File: src/rtl/harmonic_synth_n.sv
// Additive synthesiser: sums NUM_HARM sine harmonics read from a shared ROM, one sample per request.
// Define HARMONIC_SYNTH_SATURATE_EN to clamp the mix instead of wrapping it.
module harmonic_synth_n #(
  parameter int unsigned NUM_HARM  = 4,
  parameter int unsigned PHASE_W   = 20,
  parameter int unsigned ROM_AW    = 10,
  parameter int unsigned SAMPLE_W  = 16,
  parameter int unsigned GAIN_W    = 4,
  parameter int unsigned OUT_SHIFT = 2
) (
  input  logic                         clk,
  input  logic                         reset,
  input  logic                         play_enable,
  input  logic                         generate_next_sample,
  input  logic [PHASE_W-1:0]           step_size,
  input  logic [NUM_HARM*GAIN_W-1:0]   gains,
  input  logic                         note_done,
  output logic [ROM_AW-1:0]            rom_addr,
  input  logic [SAMPLE_W-1:0]          rom_data,
  output logic                         busy,
  output logic [SAMPLE_W-1:0]          sample_out,
  output logic                         sample_ready
);

  localparam int unsigned IdxW  = (NUM_HARM > 1) ? $clog2(NUM_HARM) : 1;
  localparam int unsigned AccW  = SAMPLE_W + GAIN_W + $clog2(NUM_HARM) + 1;
  localparam int unsigned ProdW = SAMPLE_W + GAIN_W + 1;

  typedef enum logic [1:0] {StIdle, StIssue, StDrain, StOutput} state_e;

  state_e                       state_q, state_d;
  logic [PHASE_W-1:0]           phase_q [NUM_HARM];
  logic [PHASE_W-1:0]           step_q, mult_q, mult_d, phase_next;
  logic [NUM_HARM*GAIN_W-1:0]   gains_q;
  logic                         done_q;
  logic [IdxW-1:0]              idx_q, idx_d, rd_idx_q;
  logic                         rd_vld_q;
  logic [ROM_AW-1:0]            rom_addr_q;
  logic signed [AccW-1:0]       acc_q, acc_d, mix;
  logic signed [ProdW-1:0]      prod;
  logic [GAIN_W-1:0]            gain_sel;
  logic [SAMPLE_W-1:0]          mix_red, sample_out_q;
  logic                         busy_q, ready_q;
  logic                         accept, last_issue;

  assign accept     = (state_q == StIdle) && generate_next_sample && play_enable;
  // mult_q holds (k+1)*step for the harmonic being issued, built by running addition
  assign phase_next = phase_q[idx_q] + mult_q;
  assign last_issue = (idx_q == IdxW'(NUM_HARM - 1));
  assign rom_addr   = (state_q == StIssue) ? phase_next[PHASE_W-1 -: ROM_AW] : rom_addr_q;

  // ROM word for harmonic rd_idx_q arrives the cycle after its address
  assign gain_sel = gains_q[int'(rd_idx_q)*GAIN_W +: GAIN_W];
  assign prod     = ProdW'($signed(rom_data)) * ProdW'($signed({1'b0, gain_sel}));
  assign mix      = acc_q >>> (GAIN_W + OUT_SHIFT);

`ifdef HARMONIC_SYNTH_SATURATE_EN
  localparam logic signed [AccW-1:0] SatMax = AccW'((64'sd1 <<< (SAMPLE_W - 1)) - 64'sd1);
  localparam logic signed [AccW-1:0] SatMin = ~SatMax;

  always_comb begin
    mix_red = mix[SAMPLE_W-1:0];
    if (mix > SatMax) begin
      mix_red = {1'b0, {(SAMPLE_W-1){1'b1}}};
    end else if (mix < SatMin) begin
      mix_red = {1'b1, {(SAMPLE_W-1){1'b0}}};
    end
  end
`else
  assign mix_red = mix[SAMPLE_W-1:0];
`endif

  always_comb begin
    state_d = state_q;
    idx_d   = idx_q;
    mult_d  = mult_q;
    acc_d   = acc_q;
    case (state_q)
      StIdle: begin
        if (accept) begin
          state_d = StIssue;
          idx_d   = '0;
          mult_d  = step_size;
        end
      end
      StIssue: begin
        mult_d = mult_q + step_q;
        idx_d  = idx_q + 1'b1;
        if (last_issue) begin
          state_d = StDrain;
        end
      end
      StDrain:  state_d = StOutput;
      StOutput: state_d = StIdle;
      default:  state_d = StIdle;
    endcase
    if (accept) begin
      acc_d = '0;
    end else if (rd_vld_q) begin
      acc_d = acc_q + AccW'(prod);
    end
  end

  always_ff @(posedge clk) begin
    if (reset) begin
      state_q      <= StIdle;
      for (int k = 0; k < int'(NUM_HARM); k++) begin
        phase_q[k] <= '0;
      end
      step_q       <= '0;
      mult_q       <= '0;
      gains_q      <= '0;
      done_q       <= 1'b0;
      idx_q        <= '0;
      rd_idx_q     <= '0;
      rd_vld_q     <= 1'b0;
      rom_addr_q   <= '0;
      acc_q        <= '0;
      sample_out_q <= '0;
      busy_q       <= 1'b0;
      ready_q      <= 1'b0;
    end else begin
      state_q  <= state_d;
      idx_q    <= idx_d;
      mult_q   <= mult_d;
      acc_q    <= acc_d;
      rd_vld_q <= (state_q == StIssue);
      rd_idx_q <= idx_q;
      ready_q  <= (state_q == StOutput);
      if (accept) begin
        step_q  <= step_size;
        gains_q <= gains;
        done_q  <= note_done;
        busy_q  <= 1'b1;
      end
      if (state_q == StIssue) begin
        phase_q[idx_q] <= phase_next;
        rom_addr_q     <= rom_addr;
      end
      if (state_q == StOutput) begin
        sample_out_q <= done_q ? '0 : mix_red;
        busy_q       <= 1'b0;
      end
    end
  end

  assign busy         = busy_q;
  assign sample_out   = sample_out_q;
  assign sample_ready = ready_q;

endmodule

File: config.mk
export PLATFORM = sky130hd
export DESIGN_NAME = harmonic_synth_n
export DESIGN_NICKNAME = d
export VERILOG_FILES = /design/src/rtl/harmonic_synth_n.sv
export SDC_FILE = /design/constraint.sdc
export NUM_CORES = 1
export LEC_CHECK = 0
export ABC_AREA = 1
export ABC_CLOCK_PERIOD_IN_PS = 5600
export BUFFER_PORTS_ARGS = -buffer_cell sky130_fd_sc_hd__buf_2
export CAP_MARGIN = 0
export CORE_MARGIN = 1
export CORE_UTILIZATION = 45
export CTS_CLUSTER_SIZE = 8
export DETAILED_ROUTE_END_ITERATION = 16
export GPL_ROUTABILITY_DRIVEN = 0
export MAX_ROUTING_LAYER = met4
export SLEW_MARGIN = 15
export SYNTH_ARGS = -nofsm -noshare
export SYNTH_HDL_FRONTEND = slang
export SYNTH_SLANG_ARGS = --single-unit
export TNS_END_PERCENT = 5
File: constraint.sdc
create_clock -name clk -period 5.6 [get_ports clk]
set_input_delay 0.56 -clock clk [delete_from_list [all_inputs] [get_ports clk]]
set_output_delay 0.56 -clock clk [all_outputs]
set_load 0.005 [all_outputs]
# Word level (Yosys, flattened, before mapping)
# Memory sizes are Yosys's and may differ from the RTL's. A register that Yosys moved wholly into a read port is not among the register bits.
# Index checks and enable logic that the tools add are counted.
[op_classes] addsub=4 n_mul=1 div_mod_pow=0 order_cmp=0 eq_ne=6 shifts=1 mux=19 bitwise_logic=0 n_reduce_logical=9
[op_table] op="20-bit adder" count=2
[op_table] op="20-bit two-way mux" count=2
[op_table] op="20-bit case mux with 2 select lines" count=1
[op_table] op="23-bit by 21-bit adder with 23-bit output" count=1
[op_table] op="16-bit by 5-bit multiplier with 21-bit output" count=1
[op_table] op="20-bit OR reduction" count=1
[op_table] op="16-bit two-way mux" count=1
[op_table] op="16-bit by 5-bit variable part select with 4-bit output" count=1
[op_table] op="2-bit two-way mux" count=6
[op_table] op="10-bit two-way mux" count=1
[op_table] op="2-bit case mux with 4 select lines" count=1
[op_table] op="2-bit equality test, second input constant" count=3
[op_table] op="1-bit two-way mux" count=6
[op_table] op="2-bit != test, second input constant" count=2
[op_table] op="2-bit case mux with 2 select lines" count=1
[op_table] op="2-bit AND reduction" count=2
[op_table] op="2-bit OR reduction" count=2
[op_table] op="2-bit by 1-bit adder with 2-bit output, second input constant" count=1
[op_table] op="2-bit by 1-bit equality test with 1-bit output, second input constant" count=1
[op_table] op="1-bit logical AND" count=2
[op_table] op="2-bit zero test" count=1
[op_table] op="2-bit nonzero test" count=1
[totals] reg_bits=115 latch_bits=0 ram_bits=80 mem_bits_ro=0 input_bits=57 n_memories=1
[memory_table] name="phase_q" words=4 word_bits=20 read_ports=1 rd_clocked_by_memory_dff=1 write_ports=4 line="32" source="logic [PHASE_W-1:0] phase_q [NUM_HARM];"

# Longest topological paths before layout
# Gate-level depths: netlist of run 1.
[depth] ltp_word=7 mapped_depth=26 mapped_depth_nobuf=25

# Worst setup path after synthesis of run 1
# No wires, ideal clock.
[synth_path] kind="flip-flop to flip-flop" from="register rd_idx_q[0]" to="register acc_q[21]" setup_time_ns=0.109 t_arrival_ns=3.989 required_ns=5.491 slack_ns=1.502 path_stages_with_launch=22 n_path_buf=1 cell_sequence="dfxtp_1 buf_2 o21ai_0 nand2_1 nor2_1 inv_1 fa_1 inv_1 fa_1 inv_1 fa_1 inv_1 ha_1 inv_1 o21ai_0 o21bai_1 a21oi_1 nand2_1 nand2_1 nand3_1 nand2_1 inv_1"
[synth_between] elab_chain_len=3
[synth_lines] element="from (decl)" line="36" source="logic [IdxW-1:0] idx_q, idx_d, rd_idx_q;"
[synth_lines] element="from (signal assigned)" line="128" source="rd_idx_q <= idx_q;"
[synth_lines] element="16-bit by 5-bit variable part select with 4-bit output" line="53" source="assign gain_sel = gains_q[int'(rd_idx_q)*GAIN_W +: GAIN_W];"
[synth_lines] element="16-bit by 5-bit multiplier with 21-bit output" line="54" source="assign prod = ProdW'($signed(rom_data)) * ProdW'($signed({1'b0, gain_sel}));"
[synth_lines] element="23-bit by 21-bit adder with 23-bit output" line="100" source="acc_d = acc_q + AccW'(prod);"
[synth_lines] element="to (signal assigned)" line="118" source="acc_q <= '0;"
[synth_lines] element="to (signal assigned)" line="126" source="acc_q <= acc_d;"
[synth_lines] element="to (decl)" line="39" source="logic signed [AccW-1:0] acc_q, acc_d, mix;"
# No other way between the ends.
# A chain may end at the register's enable or synchronous reset.

# Worst setup path after layout of run 1
[layout_path] from="register rd_idx_q[0]" to="register acc_q[14]"
# Same word-level chain as after synthesis.

==> results of run 1 <==
sequential cells by signal (all words and copies together) (netlist names), named ones only:
signal / count
rom_addr_q: 10
rd_vld_q: 1
done_q: 1
idx_q: 2
state_q: 2
gains_q: 16
rd_idx_q: 2
acc_q: 22
sample_ready: 1
step_q: 20
phase_q: 80
sample_out: 16
busy: 1
mult_q: 20
kinds of logic after synthesis:
group	after synthesis	synth area share
compound gates	306	0.126
xor+xnor	25	0.0165
fa+ha+maj	144	0.167
buf+inv	335	0.0961
flops	196	0.356
simple gates	767	0.238
per-stage QoR:
step,utilization,std cells
3_5_place_dp,0.487,2192
3_3_place_gp,0.487,2192
2_1_floorplan,-,1773
5_1_grt,0.508,2225
6_report,0.508,2225
4_1_cts,0.507,2224
path summary, 6_finish.rpt:
check	from	cells after the start	end	slack, ns
max	rd_idx_q[0]$_SDFF_PP0_	21	acc_q[14]$_SDFFE_PP0P_	0.96
max reg2reg	rd_idx_q[0]$_SDFF_PP0_	21	acc_q[14]$_SDFFE_PP0P_	0.96
min	gains[7]	3	gains_q[7]$_SDFFE_PP0P_	0.35
min reg2reg	gains_q[11]$_SDFFE_PP0P_	2	gains_q[11]$_SDFFE_PP0P_	0.46
cell type report:
class	instances	area, sq um
Antenna cell	1	2.50
Clock buffer	17	425
Clock inverter	15	173
Fill cell	2919	14200
Inverter	272	1020
Multi-Input combinational cell	1242	7290
Sequential cell	196	4720
Tap cell	384	480
Timing Repair Buffer	98	526
cell usage in the layout, fill, tap and decap left out, types with 7 or more instances in the layout:
cell type / synthesis / final
sky130_fd_sc_hd__a21oi_1: 142 / 142
sky130_fd_sc_hd__buf_2: 15 / 84
sky130_fd_sc_hd__buf_4: 0 / 14
sky130_fd_sc_hd__clkbuf_16: 0 / 17
sky130_fd_sc_hd__dfxtp_1: 116 / 116
sky130_fd_sc_hd__edfxtp_1: 80 / 80
sky130_fd_sc_hd__fa_1: 56 / 56
sky130_fd_sc_hd__ha_1: 88 / 88
sky130_fd_sc_hd__inv_1: 266 / 266
sky130_fd_sc_hd__inv_6: 0 / 7
sky130_fd_sc_hd__nand2_1: 366 / 366
sky130_fd_sc_hd__nand3_1: 102 / 101
sky130_fd_sc_hd__nand4_1: 7 / 7
sky130_fd_sc_hd__nor2_1: 243 / 243
sky130_fd_sc_hd__nor2_2: 11 / 11
sky130_fd_sc_hd__nor3_1: 10 / 10
sky130_fd_sc_hd__o21ai_0: 95 / 95
sky130_fd_sc_hd__o21ai_1: 7 / 7
sky130_fd_sc_hd__o21bai_1: 7 / 7
sky130_fd_sc_hd__o22ai_1: 20 / 20
sky130_fd_sc_hd__o31ai_1: 12 / 11
sky130_fd_sc_hd__xnor2_1: 9 / 9
sky130_fd_sc_hd__xor2_1: 16 / 16
critical path: stages (launching register included):
cell	delay, ns
sky130_fd_sc_hd__dfxtp_1	0.57
sky130_fd_sc_hd__a21oi_1	0.13
sky130_fd_sc_hd__o21ai_0	0.08
sky130_fd_sc_hd__nand2_1	0.14
sky130_fd_sc_hd__inv_1	0.34
sky130_fd_sc_hd__nand2_1	0.13
sky130_fd_sc_hd__fa_1	0.52
sky130_fd_sc_hd__inv_1	0.05
sky130_fd_sc_hd__fa_1	0.47
sky130_fd_sc_hd__inv_1	0.05
sky130_fd_sc_hd__fa_1	0.53
sky130_fd_sc_hd__inv_1	0.04
sky130_fd_sc_hd__ha_1	0.36
sky130_fd_sc_hd__a21oi_1	0.23
sky130_fd_sc_hd__nand2_1	0.15
sky130_fd_sc_hd__nand3_1	0.10
sky130_fd_sc_hd__nand2_1	0.12
sky130_fd_sc_hd__nand2_1	0.09
sky130_fd_sc_hd__nand2_1	0.06
sky130_fd_sc_hd__xor2_1	0.15
sky130_fd_sc_hd__o21ai_0	0.17
sky130_fd_sc_hd__inv_1	0.07
power groups by stage:
stage | sequential (mW) | clock [mW] | combinational [mW]
floorplan | 1.79 | 0 | 1.76
global placement | 1.86 | 0 | 2.29
detailed placement | 1.86 | 0 | 2.32
CTS | 1.83 | 1.30 | 2.33
global route | 1.85 | 1.35 | 2.66
finish | 1.82 | 1.26 | 2.33
per-layer routing:
metal / vias up / GRT usage / wire, um
li1: 5806 / - / -
met1: 5213 / 0.301 / 15700
met2: 231 / 0.415 / 16800
met3: 32 / 0.0303 / 1250
met4: 0 / 0.0757 / 721
met5: - / - / 0
==> impl_results.md, run 1 <==
- Result of the run: finished, final reports clean
- GRT Overall Usage: 0.244
- Final worst slack: ~0.96 ns
- Via count of the first global-routing pass: around 11000
- Worst slack on hold paths: around 0.35 ns
- Master cell of the clock root buffer: sky130_fd_sc_hd__clkbuf_16
- Arrival time worst endpoint: 4.99 ns
- Library cells used by synthesis: 43
- Number of buffers on the longest clock path: 2
- Mapped Avg Cell Area: ~7.5 sq um
- Leading cell types by count after synthesis: sky130_fd_sc_hd__nand2_1 (366), sky130_fd_sc_hd__inv_1 (266), sky130_fd_sc_hd__nor2_1 (243)
- Top_reg_cell synth: sky130_fd_sc_hd__dfxtp_1
- Area contributors post-synth: sky130_fd_sc_hd__edfxtp_1 (18%), sky130_fd_sc_hd__dfxtp_1 (17%), sky130_fd_sc_hd__nand2_1 (10%), sky130_fd_sc_hd__fa_1 (8.4%), sky130_fd_sc_hd__ha_1 (8.3%)
- Die outline area: 0.0302 sq mm
- Die Ht: about 170 um
- Count of synthesis-stage warnings from yosys: 0
- Worst Tran Pin Value: approximately 1.1 ns
- Final count of hold timing violations: 0
- Die width: about 170 um
- Power Internal: around 3.1 mW
- Number of H-tree branching levels: 4
- Clock sink count: about 200
- Fraction of layout cells with a size suffix above 1: 0.0908
- Post-DR vias/cell: 5.07
- Static leakage power: 6.99 nW
- Share of the clock period used by the worst path after layout: 0.829
- Sum of negative setup slack: 0 ns
- Number of nets in the synthesized netlist: roughly 2000
- I/O pin count: 85
- Clock tree from TritonCTS: done
- Average wire per standard cell: roughly 16 um
- VDD IR max: slightly below 200 uV
- Count of state elements after synthesis: ~200
- Total via count in the routed design: between 10000 and 15000
- Initial cell density of the core: 0.460
- Part of the power in the clock network: 0.233
- Proportion of register bits with asynchronous set or reset after synthesis: 0
- Area share of the largest cell type after synthesis: 0.181
- Clk pin slew, worst setup/hold paths: ~0.08 ns
- Wire length of the first global-routing pass: about 57000 um
- Total iterations of the first detailed-routing run: 5
- Max-capacitance violation count: 0
- Post-CTS Hold Fix Bufs: 0
- Hold Crit Class: input pin to register
- Row count: between 60 and 70
- Pin count of the biggest net entering global routing: 58
- Number of routed nets with antenna violations: 0
- Net count, final: a little over 2000
- Synthesized cell area: approximately 0.013 sq mm
- Final HPWL DP: approximately 26000 um
- Number of slew-limit violations in the final report: 0
- Share of total power in combinational logic: 0.430
- CP Capture Type: register
- Type of origin of the critical path: register
- Final number of setup-violating endpoints: 0
- Latest clock arrival within the worst-skew pair: roughly 0.45 ns
- Biggest fanout along the worst timing path: 16
- Switching part of the total power: 0.423
- Number of flops mapped to enable cells by yosys: 80
- Worst setup slack before clock tree synthesis: between 1 and 1.5 ns
- Sequential cell area fraction in the yosys report: 0.356
- Post-placement cell area: roughly 0.014 sq mm
- Placeable core region: 0.0289 sq mm
- Buffers added on ports: 84
- Number of violations reported at the end of detailed-routing iteration 0: 737
- P&R area growth vs syn: 10.3%
- Library cell with the largest summed area after synthesis: sky130_fd_sc_hd__edfxtp_1
- Cts bufs inserted: 17
- Switching power: between 2 and 2.5 mW
- Count leader, synth: sky130_fd_sc_hd__nand2_1
- Pwr Total: roughly 5.4 mW
- Max-slew headroom: 0.258
- Worst EP required: between 5 and 6 ns
- Crit Path Category: register to register
- Number of DRC violations after detailed routing: 0
- Post-route cell area: ~0.015 sq mm
- Post-CTS Resized: 0
- Power per standard cell area: 369 mW/mm^2
- Setup repair bufs after CTS: 0
- Max frequency: around 220 MHz
- Flop pwr share: 0.337
- Aggregate routed wire length: between 30000 and 40000 um
- Fin crit period: roughly 4.6 ns
- Antenna violations before repair: 1
- Max Clock Skew: roughly 0.015 ns
- Overflow left after global routing: 0
- Cells after synthesis: 1773
- RSZ-0062 raised after global routing: false
Power figures use the tool's default switching activity.
==> inputs of run 2 (changes only) <==
--- a/config.mk
+++ b/config.mk
@@ -6,7 +6,7 @@
 export NUM_CORES = 1
 export LEC_CHECK = 0
 export ABC_AREA = 1
-export ABC_CLOCK_PERIOD_IN_PS = 5600
+export ABC_CLOCK_PERIOD_IN_PS = 4450
 export BUFFER_PORTS_ARGS = -buffer_cell sky130_fd_sc_hd__buf_2
 export CAP_MARGIN = 0
 export CORE_MARGIN = 1
==> constraint.sdc (replaced) <==
create_clock -name clk -period 4.45 [get_ports clk]
set_input_delay 0.445 -clock clk [delete_from_list [all_inputs] [get_ports clk]]
set_output_delay 0.445 -clock clk [all_outputs]
set_load 0.005 [all_outputs]
==> run 2 against run 1 <==
Effect of this change: worst setup slack worse by 0.66 ns; critical endpoint is now acc_q[20]$_SDFFE_PP0P_; final cell count up 0.58%; hold slack worse by 0.11 ns; critical path type unchanged; sequential share of layout area down 0.23 points; first-iteration DRC count down 4.7%; sequential power up 26%; register-to-register slack worse by 0.66 ns; clock skew down 0.0027 ns; clock power up 17%; power up 25%; critical path depth up 1.
==> impl_results.md, run 2 (synthesized netlist as in run 1, its figures left out) <==
- Number of flip-flops under the largest register name: 80 (unchanged)
- Power per standard cell area: 459 mW/mm^2 (was 369 mW/mm^2)
- Clk pin slew, worst setup/hold paths: 0.08 ns (about the same)
- Buffers added on ports: 84 (unchanged)
- Number of routed nets with antenna violations: 0 (unchanged)
- Latest clock arrival within the worst-skew pair: 0.45 ns (about the same)
- Total via count in the routed design: 11400 (was 11300)
- Worst EP required: 4.79 ns (was 5.94 ns)
- Aggregate routed wire length: 34600 um (was 34500 um)
- VDD IR max: 257 uV (was 195 uV)
- Final HPWL DP: 25900 um (was 25500 um)
- Filler cells: 2885 (was 2919)
- Arrival time worst endpoint: 4.50 ns (was 4.99 ns)
- Worst setup startpoint: rd_idx_q[0]$_SDFF_PP0_ (unchanged)
- Core utilization of the finished layout: 0.511 (was 0.508)
- Final number of setup-violating endpoints: 0 (unchanged)
- Row count: 62 (unchanged)
- Clock tree from TritonCTS: done (unchanged)
- Max frequency: 241 MHz (was 215 MHz)
- Largest stage delay, worst path: 0.48 ns (was 0.57 ns)
- Via count of the first global-routing pass: 11300 (was 11100)
- Cts bufs inserted: 17 (unchanged)
- Hold Crit Class: input pin to register (unchanged)
- Origin of the critical flop-to-flop path: rd_idx_q[0]$_SDFF_PP0_ (unchanged)
- Max-slew headroom: 0.281 (was 0.258)
- Leading registers by flop count: phase_q: 80 flops, acc_q: 22 flops (unchanged)
- Overflow left after global routing: 0 (unchanged)
- Die Ht: 174 um (unchanged)
- Most common cell after layout, fill and taps aside: sky130_fd_sc_hd__nand2_1 (unchanged)
- Initial cell density of the core: 0.460 (unchanged)
- Ant. Diodes: 0 (was 1)
- Antenna violations before repair: 0 (was 1)
- Fin crit period: 4.16 ns (was 4.64 ns)
- Fraction of layout cells with a size suffix above 1: 0.104 (was 0.0908)
- Worst Tran Pin Value: 1.07 ns (was 1.11 ns)
- Clock sink count: 196 (unchanged)
- Total iterations of the first detailed-routing run: 5 (unchanged)
- Number of violations reported at the end of detailed-routing iteration 0: 702 (was 737)
- GRT Overall Usage: 0.246 (was 0.244)
- Static leakage power: 7.03 nW (was 6.99 nW)
- Cell at the slowest stage of the critical path: sky130_fd_sc_hd__fa_1 (was sky130_fd_sc_hd__dfxtp_1)
- Pin count of the biggest net entering global routing: 57 (was 58)
- Master cell of the clock root buffer: sky130_fd_sc_hd__clkbuf_16 (unchanged)
- Average wire per standard cell: 15.5 um (about the same)
- Worst slack on hold paths: 0.240 ns (was 0.350 ns)
- Max-capacitance violation count: 0 (unchanged)
- Final count of hold timing violations: 0 (unchanged)
- Biggest fanout along the worst timing path: 13 (was 16)
- Net count, final: 2042 (was 2028)
- Most Frequent Cell on Critical Path: sky130_fd_sc_hd__nand2_1 (unchanged)
- Max Clock Skew: 0.0124 ns (was 0.0150 ns)
- Startpoint of the lowest-slack hold path: gains[7] (unchanged)
- Wire length of the first global-routing pass: 56800 um (was 56600 um)
- Number of H-tree branching levels: 4 (unchanged)
- P&R area growth vs syn: 11.1% (was 10.3%)
- RSZ-0062 raised after global routing: false (unchanged)
- Sum of negative setup slack: 0 ns (unchanged)
- CP Capture Type: register (unchanged)
- Type of origin of the critical path: register (unchanged)
- Biggest register: phase_q (unchanged)
- Die width: 174 um (unchanged)
- Post-DR vias/cell: 5.10 (was 5.07)
- I/O pin count: 85 (unchanged)
- Final worst slack: 0.293 ns (was 0.957 ns)
- Die outline area: 0.0302 sq mm (unchanged)
- Crit Path Category: register to register (unchanged)
- Number of DRC violations after detailed routing: 0 (unchanged)
- Placeable core region: 0.0289 sq mm (unchanged)
- Share of the clock period used by the worst path after layout: 0.934 (was 0.829)
- Pwr Total: 6.77 mW (was 5.41 mW)
- Worst path cell trace: buf_4, a21oi_1, o21ai_0, nand2_1, buf_4, nor2_1, ha_1, fa_1, inv_1, fa_1, inv_1, ha_1, nand2_1, inv_1, nand2_1, nor2_1, nand2_1, nand3_2, nand2_1, nand3_1, nand2_1, o21a_1 (was a21oi_1, o21ai_0, nand2_1, inv_1, nand2_1, fa_1, inv_1, fa_1, inv_1, fa_1, inv_1, ha_1, a21oi_1, nand2_1, nand3_1, nand2_1, nand2_1, nand2_1, xor2_1, o21ai_0, inv_1)
- Number of buffers on the longest clock path: 2 (unchanged)
- Result of the run: finished, final reports clean (unchanged)
- Number of slew-limit violations in the final report: 0 (unchanged)
- Most used cells in the layout excluding fill and tap cells: sky130_fd_sc_hd__nand2_1 (366), sky130_fd_sc_hd__inv_1 (264), sky130_fd_sc_hd__nor2_1 (242) (was sky130_fd_sc_hd__nand2_1 (366), sky130_fd_sc_hd__inv_1 (266), sky130_fd_sc_hd__nor2_1 (243))
- Worst setup slack before clock tree synthesis: 0.0970 ns (was 1.04 ns)
-- run 2: critical path, delay by kind of cell (launching register included) --
| family | cells | cell delay, ns |
|---|---|---|
| buffers and inverters | 5 | 0.62 |
| flip-flops | 1 | 0.36 |
| AND/OR/NAND/NOR | 10 | 0.96 |
| AO/OA/AOI/OAI | 3 | 0.42 |
| adder cells (fa/ha/maj) | 4 | 1.67 |
-- run 2: cell type report --
| class | count | area, sq um | area share |
|---|---|---|---|
| multi-input combinational | 1242 | 7350 | 0.498 |
| clock buffer | 17 | 425 | 0.0288 |
| sequential | 196 | 4730 | 0.320 |
| tap | 384 | 480 | 0.0326 |
| timing repair buffer | 112 | 631 | 0.0427 |
| clock inverter | 15 | 125 | 0.00848 |
| inverter | 272 | 1020 | 0.0692 |
-- run 2: metal layers --
layer	vias to the layer above	track usage	wire length (um)
met5	-	-	0
met3	41	0.0342	1140
li1	5829	-	-
met4	0	0.0669	741
met1	5326	0.300	15700
met2	227	0.425	17100
-- run 2: worst paths after layout --
kind | slack [ns] | endpoint | depth (start not counted)
worst min register to register | 0.45 | gains_q[8]$_SDFFE_PP0P_ | 2
worst min-delay path | 0.24 | gains_q[7]$_SDFFE_PP0P_ | 3
worst max register to register | 0.29 | acc_q[20]$_SDFFE_PP0P_ | 22
worst max-delay path | 0.29 | acc_q[20]$_SDFFE_PP0P_ | 22
-- run 2: timing repair --
item / 4_1_cts / 5_1_grt
buffers inserted: 0 / 3
hold buffers: 0 / 0
resized for setup: 0 / 14
setup endpoints to repair: 0 / 11
-- run 2: where the power goes --
| group | switching [mW] | internal [mW] | leakage [nW] |
|---|---|---|---|
| registers | 0.169 | 2.13 | 1.77 |
| logic | 1.96 | 1.05 | 5.00 |
| clock network | 0.739 | 0.729 | 0.259 |
-- run 2: stage by stage --
| stage | area (sq um) | instances |
|---|---|---|
| floorplan | 13300 | 1773 |
| global placement | 14100 | 2203 |
| detailed placement | 14100 | 2203 |
| CTS | 14700 | 2235 |
| global route | 14800 | 2238 |
| finish | 14800 | 2238 |
==> inputs of run 3 (changes only) <==
--- a/config.mk
+++ b/config.mk
@@ -9,6 +9,7 @@
 export ABC_CLOCK_PERIOD_IN_PS = 4450
 export BUFFER_PORTS_ARGS = -buffer_cell sky130_fd_sc_hd__buf_2
 export CAP_MARGIN = 0
+export CORE_ASPECT_RATIO = 0.5
 export CORE_MARGIN = 1
 export CORE_UTILIZATION = 45
 export CTS_CLUSTER_SIZE = 8
==> run 3 against run 2 <==
Effect of this change: global-route usage hardly changed; combinational power is 2% lower; sequential share of layout area about the same; sequential cell count unchanged; worst setup slack worse by 0.066 ns; maximum frequency fell by 1.6%; non-clock buffer count shrank 1; clock-buffer cell count grew 2; register-to-register slack worse by 0.07 ns; clock power increased by 7%; first-iteration DRC count is 11% higher; hold slack worse by 0.0060 ns; largest cell class unchanged.
==> impl_results.md, run 3 (synthesized netlist as in run 1, its figures left out) <==
- Final count of hold timing violations: 0 (unchanged)
- Capture instance of the worst register-to-register path: acc_q[13]$_SDFFE_PP0P_ (was acc_q[20]$_SDFFE_PP0P_)
- RSZ-0062 raised after global routing: false (unchanged)
- Flop pwr share: 0.336 (was 0.339)
- Aggregate routed wire length: 34200 um (was 34600 um)
- Latest clock arrival within the worst-skew pair: 0.46 ns (was 0.45 ns)
- Max-capacitance violation count: 0 (unchanged)
- Die width: 245 um (was 174 um)
- Switching power: 2.80 mW (was 2.87 mW)
- Max-slew headroom: 0.256 (was 0.281)
- Number of routed nets with antenna violations: 0 (unchanged)
- Number of violations reported at the end of detailed-routing iteration 0: 776 (was 702)
- Final worst slack: 0.227 ns (was 0.293 ns)
- Clock tree from TritonCTS: done (unchanged)
- Most used cells in the layout excluding fill and tap cells: sky130_fd_sc_hd__nand2_1 (365), sky130_fd_sc_hd__inv_1 (264), sky130_fd_sc_hd__nor2_1 (242) (was sky130_fd_sc_hd__nand2_1 (366), sky130_fd_sc_hd__inv_1 (264), sky130_fd_sc_hd__nor2_1 (242))
- Final number of setup-violating endpoints: 0 (unchanged)
- P&R area growth vs syn: 11.3% (was 11.1%)
- Reg2Reg Depth: 20 (was 22)
- Worst reg-to-reg setup slack: 0.23 ns (was 0.29 ns)
- Placeable core region: 0.0290 sq mm (was 0.0289 sq mm)
- CP Capture Type: register (unchanged)
- Sum of negative setup slack: 0 ns (unchanged)
- Die Ht: 123 um (was 174 um)
- Fraction of layout cells with a size suffix above 1: 0.102 (was 0.104)
- Power per standard cell area: 463 mW/mm^2 (was 459 mW/mm^2)
- Buffers added on ports: 84 (unchanged)
- Biggest fanout along the worst timing path: 6 (was 13)
- Initial cell density of the core: 0.458 (was 0.460)
- Origin of the critical flop-to-flop path: rd_idx_q[1]$_SDFF_PP0_ (was rd_idx_q[0]$_SDFF_PP0_)
- Share of total power in combinational logic: 0.432 (was 0.444)
- Type of origin of the critical path: register (unchanged)
- Clk pin slew, worst setup/hold paths: 0.07 ns (was 0.08 ns)
- Post-placement cell area: 0.0142 sq mm (was 0.0141 sq mm)
- Met2 Wirelength: 15400 um (was 17100 um)
- Row count: 44 (was 62)
- Max Clock Skew: 0.0131 ns (was 0.0124 ns)
- Master cell of the clock root buffer: sky130_fd_sc_hd__clkbuf_16 (unchanged)
- Biggest register: phase_q (unchanged)
- Overflow left after global routing: 0 (unchanged)
- Max frequency: 237 MHz (was 241 MHz)
- Worst Tran Pin Value: 1.11 ns (was 1.07 ns)
- Arrival time worst endpoint: 4.57 ns (was 4.50 ns)
- Post-route cell area: 0.0148 sq mm (about the same)
- Worst setup slack before clock tree synthesis: 0.170 ns (was 0.0970 ns)
- GRT Overall Usage: 0.246 (about the same)
- Part of the power in the clock network: 0.232 (was 0.217)
- Average wire per standard cell: 15.2 um (was 15.5 um)
- Final HPWL DP: 25700 um (was 25900 um)
- Highest metal layer with signal wires: met4 (unchanged)
- Pin count of the biggest net entering global routing: 50 (was 57)
- Total via count in the routed design: 11200 (was 11400)
- Ant. Diodes: 0 (unchanged)
- Hold Crit Class: input pin to register (unchanged)
- Antenna violations before repair: 0 (unchanged)
- Total iterations of the first detailed-routing run: 5 (unchanged)
- Clock sink count: 196 (unchanged)
- I/O pin count: 85 (unchanged)
- Met3 layer wire length in the routed design: 1010 um (was 1140 um)
- Die outline area: 0.0302 sq mm (about the same)
- Wire length of the first global-routing pass: 55700 um (was 56800 um)
- Worst EP required: 4.79 ns (about the same)
- Leading registers by flop count: phase_q: 80 flops, acc_q: 22 flops (unchanged)
- Post-DR vias/cell: 5.00 (was 5.10)
- Setup repair bufs after CTS: 0 (unchanged)
- M1 WL: 17300 um (was 15700 um)
- Number of DRC violations after detailed routing: 0 (unchanged)
- Number of H-tree branching levels: 4 (unchanged)
- Cts bufs inserted: 17 (unchanged)
- Net count, final: 2041 (was 2042)
- Share of the clock period used by the worst path after layout: 0.949 (was 0.934)
- Worst slack on hold paths: 0.234 ns (was 0.240 ns)
- Capturing element of the worst setup path: acc_q[13]$_SDFFE_PP0P_ (was acc_q[20]$_SDFFE_PP0P_)
- Switching part of the total power: 0.409 (was 0.424)
- Number of buffers on the longest clock path: 2 (unchanged)
- Static leakage power: 7.04 nW (was 7.03 nW)
- Worst setup startpoint: rd_idx_q[1]$_SDFF_PP0_ (was rd_idx_q[0]$_SDFF_PP0_)
- Number of slew-limit violations in the final report: 0 (unchanged)
- Fin crit period: 4.22 ns (was 4.16 ns)
- Via count of the first global-routing pass: 10700 (was 11300)
- Crit Path Category: register to register (unchanged)
- VDD IR max: 255 uV (was 257 uV)
- Result of the run: finished, final reports clean (unchanged)
- Number of flip-flops under the largest register name: 80 (unchanged)
- Power Internal: 4.04 mW (was 3.90 mW)
- Most common cell after layout, fill and taps aside: sky130_fd_sc_hd__nand2_1 (unchanged)
-- run 3: layout make-up --
cell class | count | area, sq um
clock buffers | 19 | 433
clock inverters | 13 | 158
fillers | 2916 | 14200
inverters | 272 | 1020
multi-input cells | 1242 | 7330
flip-flops and latches | 196 | 4730
well taps | 391 | 489
repair buffers | 111 | 623
-- run 3: power by group through the flow --
stage / sequential [mW] / combinational [mW] / clock [mW]
after floorplan: 2.26 / 2.21 / 0
after global placement: 2.34 / 2.91 / 0
after detailed placement: 2.34 / 2.94 / 0
after CTS: 2.30 / 2.96 / 1.61
after global routing: 2.32 / 3.40 / 1.68
final: 2.30 / 2.96 / 1.58
-- run 3: timing repair --
action                                  4_1_cts  5_1_grt
resized for setup                             0       13
hold buffers                                  0        0
endpoints found under the setup margin        0       12
-- run 3: worst min path at each step --
stage | startpoint | end | cells past startpoint
2_1_floorplan | gains_q[0]$_SDFFE_PP0P_ | gains_q[0]$_SDFFE_PP0P_ | 2
3_3_place_gp | gains_q[2]$_SDFFE_PP0P_ | gains_q[2]$_SDFFE_PP0P_ | 2
3_5_place_dp | gains_q[10]$_SDFFE_PP0P_ | gains_q[10]$_SDFFE_PP0P_ | 2
4_1_cts | gains[14] | gains_q[14]$_SDFFE_PP0P_ | 3
5_1_grt | gains[12] | gains_q[12]$_SDFFE_PP0P_ | 3
6_report | gains[7] | gains_q[7]$_SDFFE_PP0P_ | 3
-- run 3: stage by stage --
step                      utilization  power, mW  std cells
final                           0.509       6.84       2244
after global routing            0.509       7.40       2244
after CTS                       0.508       6.87       2244
after detailed placement        0.488       5.28       2212
after global placement          0.488       5.25       2212
after floorplan                     -       4.47       1773
-- run 3: worst max-delay path: stages (launching register included) --
cell                      delay (ns)
sky130_fd_sc_hd__dfxtp_1        0.35
sky130_fd_sc_hd__inv_1          0.13
sky130_fd_sc_hd__a21oi_1        0.05
sky130_fd_sc_hd__o21ai_0        0.09
sky130_fd_sc_hd__nand2_2        0.14
sky130_fd_sc_hd__inv_2          0.13
sky130_fd_sc_hd__nand2_1        0.08
sky130_fd_sc_hd__fa_1           0.52
sky130_fd_sc_hd__inv_1          0.06
sky130_fd_sc_hd__fa_1           0.53
sky130_fd_sc_hd__inv_1          0.05
sky130_fd_sc_hd__fa_1           0.49
sky130_fd_sc_hd__inv_1          0.04
sky130_fd_sc_hd__ha_1           0.38
sky130_fd_sc_hd__a21oi_1        0.24
sky130_fd_sc_hd__nand3_1        0.18
sky130_fd_sc_hd__nand2_1        0.10
sky130_fd_sc_hd__nand2_1        0.12
sky130_fd_sc_hd__xor2_1         0.18
sky130_fd_sc_hd__o21ai_0        0.17
sky130_fd_sc_hd__inv_1          0.06
-- run 3: routing by layer --
layer | up-vias | GRT usage
met4 | 0 | 0.0648
li1 | 5812 | -
met5 | - | -
met2 | 180 | 0.392
met3 | 33 | 0.0297
met1 | 5199 | 0.333
